[src/rtl/game_pkg.sv]
// Shared types for the multimode game core: counting modes, game result and FSM states.
package game_pkg;

   typedef enum logic [1:0] {
      MODE_INC1 = 2'd0,
      MODE_INC2 = 2'd1,
      MODE_DEC1 = 2'd2,
      MODE_DEC2 = 2'd3
   } mode_e;

   typedef enum logic [1:0] {
      WHO_NONE   = 2'd0,
      WHO_LOSER  = 2'd1,
      WHO_WINNER = 2'd2
   } who_e;

   typedef enum logic [1:0] {
      IDLE = 2'd0,
      PLAY = 2'd1,
      OVER = 2'd2
   } state_e;

endpackage

[src/rtl/tally_counter.sv]
// Saturating event tally with synchronous clear; hit flags that the next value reaches TARGET.
module tally_counter #(
   parameter int unsigned TARGET = 15,
   parameter int unsigned TW     = $clog2(TARGET + 1)
) (
   input  logic          clk,
   input  logic          rst,
   input  logic          clr,
   input  logic          inc,
   output logic [TW-1:0] cnt,
   output logic          hit
);

   logic [TW-1:0] cnt_q;
   logic [TW-1:0] cnt_next;

   always_comb begin
      cnt_next = cnt_q;
      if (clr) begin
         cnt_next = '0;
      end else if (inc && (cnt_q != TW'(TARGET))) begin
         cnt_next = cnt_q + TW'(1);
      end
   end

   assign hit = (cnt_next == TW'(TARGET));
   assign cnt = cnt_q;

   always_ff @(posedge clk) begin
      if (rst) begin
         cnt_q <= '0;
      end else begin
         cnt_q <= cnt_next;
      end
   end

endmodule

[src/rtl/multimode_game_core.sv]
// Mode counter with winner/loser tallies and a game FSM (IDLE -> PLAY -> OVER -> PLAY).
module multimode_game_core
   import game_pkg::*;
#(
   parameter int unsigned WIDTH      = 4,
   parameter int unsigned WIN_TARGET = 15,
   parameter int unsigned GO_HOLD    = 1,
   parameter int unsigned TW         = $clog2(WIN_TARGET + 1)
) (
   input  logic             clk,
   input  logic             rst,
   input  logic             init,
   input  logic [WIDTH-1:0] init_val,
   input  logic             en,
   input  logic [1:0]       control,
   output logic [WIDTH-1:0] count,
   output logic             winner,
   output logic             loser,
   output logic [TW-1:0]    win_tally,
   output logic [TW-1:0]    lose_tally,
   output logic             gameover,
   output logic [1:0]       who
);

   localparam int unsigned HW = $clog2(GO_HOLD + 1);

   state_e           state_q, state_d;
   logic [WIDTH-1:0] count_q, count_d;
   logic [WIDTH-1:0] load_q, load_d;
   logic             winner_q, winner_d;
   logic             loser_q, loser_d;
   logic             gameover_q, gameover_d;
   who_e             who_q, who_d;
   logic [HW-1:0]    hold_q, hold_d;

   logic [WIDTH-1:0] nxt;
   logic             win_inc, lose_inc, tally_clr;
   logic             win_hit, lose_hit;

   always_comb begin
      nxt = count_q;
      unique case (mode_e'(control))
         MODE_INC1: nxt = count_q + WIDTH'(1);
         MODE_INC2: nxt = count_q + WIDTH'(2);
         MODE_DEC1: nxt = count_q - WIDTH'(1);
         MODE_DEC2: nxt = count_q - WIDTH'(2);
         default:   nxt = count_q;
      endcase
   end

   always_comb begin
      state_d    = state_q;
      count_d    = count_q;
      load_d     = load_q;
      winner_d   = 1'b0;
      loser_d    = 1'b0;
      gameover_d = gameover_q;
      who_d      = who_q;
      hold_d     = hold_q;
      win_inc    = 1'b0;
      lose_inc   = 1'b0;
      tally_clr  = 1'b0;
      unique case (state_q)
         IDLE: begin
            if (init) begin
               count_d = init_val;
               load_d  = init_val;
               state_d = PLAY;
            end
         end
         PLAY: begin
            if (init) begin
               count_d = init_val;
               load_d  = init_val;
            end else if (en) begin
               count_d  = nxt;
               winner_d = (nxt == '1);
               loser_d  = (nxt == '0);
               win_inc  = winner_d;
               lose_inc = loser_d;
               // hit reflects the tally value after this edge's increment
               if (win_inc && win_hit) begin
                  gameover_d = 1'b1;
                  who_d      = WHO_WINNER;
                  hold_d     = '0;
                  state_d    = OVER;
               end else if (lose_inc && lose_hit) begin
                  gameover_d = 1'b1;
                  who_d      = WHO_LOSER;
                  hold_d     = '0;
                  state_d    = OVER;
               end
            end
         end
         OVER: begin
            if (hold_q == HW'(GO_HOLD - 1)) begin
               count_d    = load_q;
               tally_clr  = 1'b1;
               gameover_d = 1'b0;
               who_d      = WHO_NONE;
               hold_d     = '0;
               state_d    = PLAY;
            end else begin
               hold_d = hold_q + HW'(1);
            end
         end
         default: state_d = IDLE;
      endcase
   end

   always_ff @(posedge clk) begin
      if (rst) begin
         state_q    <= IDLE;
         count_q    <= '0;
         load_q     <= '0;
         winner_q   <= 1'b0;
         loser_q    <= 1'b0;
         gameover_q <= 1'b0;
         who_q      <= WHO_NONE;
         hold_q     <= '0;
      end else begin
         state_q    <= state_d;
         count_q    <= count_d;
         load_q     <= load_d;
         winner_q   <= winner_d;
         loser_q    <= loser_d;
         gameover_q <= gameover_d;
         who_q      <= who_d;
         hold_q     <= hold_d;
      end
   end

   tally_counter #(
      .TARGET(WIN_TARGET),
      .TW    (TW)
   ) u_win_tally (
      .clk(clk),
      .rst(rst),
      .clr(tally_clr),
      .inc(win_inc),
      .cnt(win_tally),
      .hit(win_hit)
   );

   tally_counter #(
      .TARGET(WIN_TARGET),
      .TW    (TW)
   ) u_lose_tally (
      .clk(clk),
      .rst(rst),
      .clr(tally_clr),
      .inc(lose_inc),
      .cnt(lose_tally),
      .hit(lose_hit)
   );

   assign count    = count_q;
   assign winner   = winner_q;
   assign loser    = loser_q;
   assign gameover = gameover_q;
   assign who      = who_q;

endmodule
[config.mk]
export PLATFORM = sky130hd
export DESIGN_NAME = multimode_game_core
export DESIGN_NICKNAME = d
export VERILOG_FILES = /design/src/rtl/game_pkg.sv /design/src/rtl/tally_counter.sv /design/src/rtl/multimode_game_core.sv
export SDC_FILE = /design/constraint.sdc
export NUM_CORES = 1
export LEC_CHECK = 0
export CORE_ASPECT_RATIO = 0.75
export CORE_UTILIZATION = 45
export DETAILED_ROUTE_END_ITERATION = 16
export GPL_TIMING_DRIVEN = 0
export PLACE_DENSITY = 0.69
export SYNTH_ARGS = -nofsm -noshare
export SYNTH_HDL_FRONTEND = slang
export SYNTH_SLANG_ARGS = --single-unit
export TNS_END_PERCENT = 20
[constraint.sdc]
create_clock -name clk -period 4.86 [get_ports clk]
set_input_delay 0.729 -clock clk [delete_from_list [all_inputs] [get_ports clk]]
set_output_delay 0.729 -clock clk [all_outputs]
set_load 0.02 [all_outputs]
==> results.toml <==
[status]
status = "completed"

[floorplan]
die_w_um = 71.5
rows = 18
start_util_pct = 48.3
boundaryPins = 27
die_area_sq_mm = 0.00387
die_y_um = 54.1
core_area_sq_mm = 0.00338

[clock_tree]
root_buffer = "clkbuf_8"
postCtsSetupBuffers = 0
ctsHoldBuffers = 0
cts_buffers = 3
clk_pin_slew_ns = 0.08
clockBufferDepth = 2
cts_tree = "built"
insertion_delay_ns = 0.26
cts_resized = 0
clock_sinks = 23
htree_levels = 1

[pwr]
internal-power_mw = 0.387
seqPwrFrac_pct = 36.4
switchingPower_mw = 0.245
p_per_area_mw_per_mm2 = 321
clkPwrFrac_pct = 18.8
cellLeakagePower_nw = 0.777
swShare_pct = 38.8
ir_worst_vdd_v = 0.000203
pwr-share-comb_pct = 44.8

[route]
vias = 1589
totalWireLength_um = 3970
avgRoutedWirePerCell_um = 14.9
drt_iter0_markers = 96
detail-route-antenna-nets = 0
viasPerCell = 5.95
first_pass_iters = 4
remaining_drc_errors = 0

[global_routing]
grt_usage_pct = 22.8
gr-total-overflow = 0
grt_pass1_wl_um = 6740
grt_max_degree = 13
antenna_found_initial = 0
grt_pass1_vias = 1413

[final_layout]
area_growth_pct = 20.6
multi_input_comb_area_sq_mm = 0.00108
regArea_sq_um = 460
layout_commonest_cell = "clkdlybuf4s50_1"
fin_nets = 246
nFillCells = 302
layout-drive-gt1-share_pct = 5.73
n_antenna_cell = 0
final_cell_mix = "clkdlybuf4s50_1 (24), dfxtp_1 (23), nor2_1 (20)"
fin_cells = 267

[place]
dp_hpwl_um = 3020
io_buffer_count = 24
place_congestion = 0.816
dp_cells = 263

[sta]
setup_tns_ns = 0
worstMarginPinSlew_ns = 0.501
hold_viol = 0
min_period_ns = 3.30
rsz0062_at_grt = "no"
finalCritPeriodShare_pct = 67.9
fin_worst_skew_ns = 0.00292
max_freq_mhz = 303
maxSlewHeadroom_pct = 66.2
setup-violations-final = 0
slew_viol_final = 0

[yosys]
syn_inst = 199
synth_top_family_by_area = "simple AND/OR/NAND/NOR gates"
ys_ff_latch = 23
yosys_warnings = 0
yosysSeqAreaShare_pct = 28.2
synth_fa_ha_area_share_pct = 6.60
ys_types = 64
synth_edf_count = 0
synthMuxAreaShare_pct = 3.68
synth-xor-area-share_pct = 4.68
ys.flop_type = "dfxtp_1"
syn_area_sq_mm = 0.00163
synthSimpleGateAreaFrac_pct = 26.9
synth_compound_area_share_pct = 24.5
syn-num-nets = 217
avgSynthCellArea_sq_um = 8.20
async_flop_share_pct = 0

[flow_run]
drv_cap = 0

[worst_setup_path]
worst-path-max-fanout = 7
endpoint_kind = "flip-flop"
critical_path_class = "in2reg"
worst-endpoint-required_ns = 4.99
cp.arrival_ns = 3.43
critPathLaunchType = "input pin"

[min_path]
hp-class = "reg2reg"
-- final timing paths --
path                                             from                       to  slack (ns)  depth (start not counted)
worst max-delay path                       control[1]  state_q[1]$_SDFFE_PP0P_        1.56                         11
worst min-delay path            gameover$_SDFFE_PP0P_    gameover$_SDFFE_PP0P_        0.48                          2
worst max register to register  count[1]$_SDFFE_PP0P_  state_q[1]$_SDFFE_PP0P_        2.19                         10
worst min register to register  gameover$_SDFFE_PP0P_    gameover$_SDFFE_PP0P_        0.48                          2
-- layout make-up --
cell class,count,area share (%)
multi-input combinational,155,55.1
inverter,10,1.91
buffer,11,2.54
sequential,23,23.4
clock buffer,4,2.29
timing repair buffer,24,12.2
tap,40,2.54
-- flip-flops by register name, indices dropped and copies added, names as in the netlist --
name and count:
count 4, gameover 1, load_q 4, loser 1, state_q 2, u_lose_tally.cnt 4, u_win_tally.cnt 4, who 2
winner 1
-- stage by stage --
step	setup slack [ns]	area [sq um]	utilization, %	hold slack, ns	power, mW
2_1_floorplan	1.92	1630	-	0.463	0.435
3_3_place_gp	1.40	1920	56.9	0.459	0.508
3_5_place_dp	1.34	1920	56.9	0.469	0.514
4_1_cts	1.60	1970	58.2	0.490	0.636
5_1_grt	1.37	1970	58.2	0.515	0.677
6_report	1.56	1970	58.2	0.480	0.632
-- worst max-delay path, stage by stage --
cell and delay, ns:
clkdlybuf4s50_1 0.58, nand2_1 0.10, xnor2_1 0.14, ha_1 0.19, nor3b_1 0.39, nor4_1 0.12
or3_1 0.38, clkbuf_1 0.18, nand4_1 0.15, a21boi_0 0.33, a211oi_1 0.13
-- power by group through the flow --
stage	registers, mW	logic [mW]	clock network [mW]
finish	0.230	0.283	0.119
detailed placement	0.234	0.280	0
global route	0.235	0.311	0.132
CTS	0.230	0.282	0.124
global placement	0.233	0.275	0
floorplan	0.242	0.193	0
-- layer usage --
layer	part of all wire (%)	track usage, %
met5	0	0
met4	0.63	4.90
met3	7.4	4.12
met2	45	39.4
met1	47	30.3
-- cell usage after synthesis, drive strengths merged (2+ instances only) --
cell	n	area (sq um)
a211oi	4	30.0
a221oi	3	26.3
xnor2	2	17.5
dfxtp	23	460
nand4b	2	17.5
a31oi	3	33.8
inv	10	37.5
clkbuf	8	30.0
mux2i	6	60.1
a22o	2	17.5
buf	3	20.0
and3	4	25.0
nand2b	4	25.0
nand2	17	63.8
nor3	9	45.0
o21ai	6	30.0
a21o	2	16.3
nor2	20	75.1
and2	3	21.3
or4b	2	23.8
nor3b	3	22.5
a21boi	2	15.0
ha	7	87.6
nand4	4	25.0
xor2	4	35.0
a21oi	10	53.8
nor2b	4	25.0
o211ai	2	15.0
nand3	2	10.0
nand3b	2	15.0
-- kinds of logic after synthesis --
family | count (synthesis)
AND/OR/NAND/NOR | 82
AO/OA/AOI/OAI | 52
flip-flops | 23
buffers and inverters | 21
adder cells (fa/ha/maj) | 8
XOR/XNOR | 7
multiplexers | 6
No activity file was read; power rests on OpenSTA's default activity.
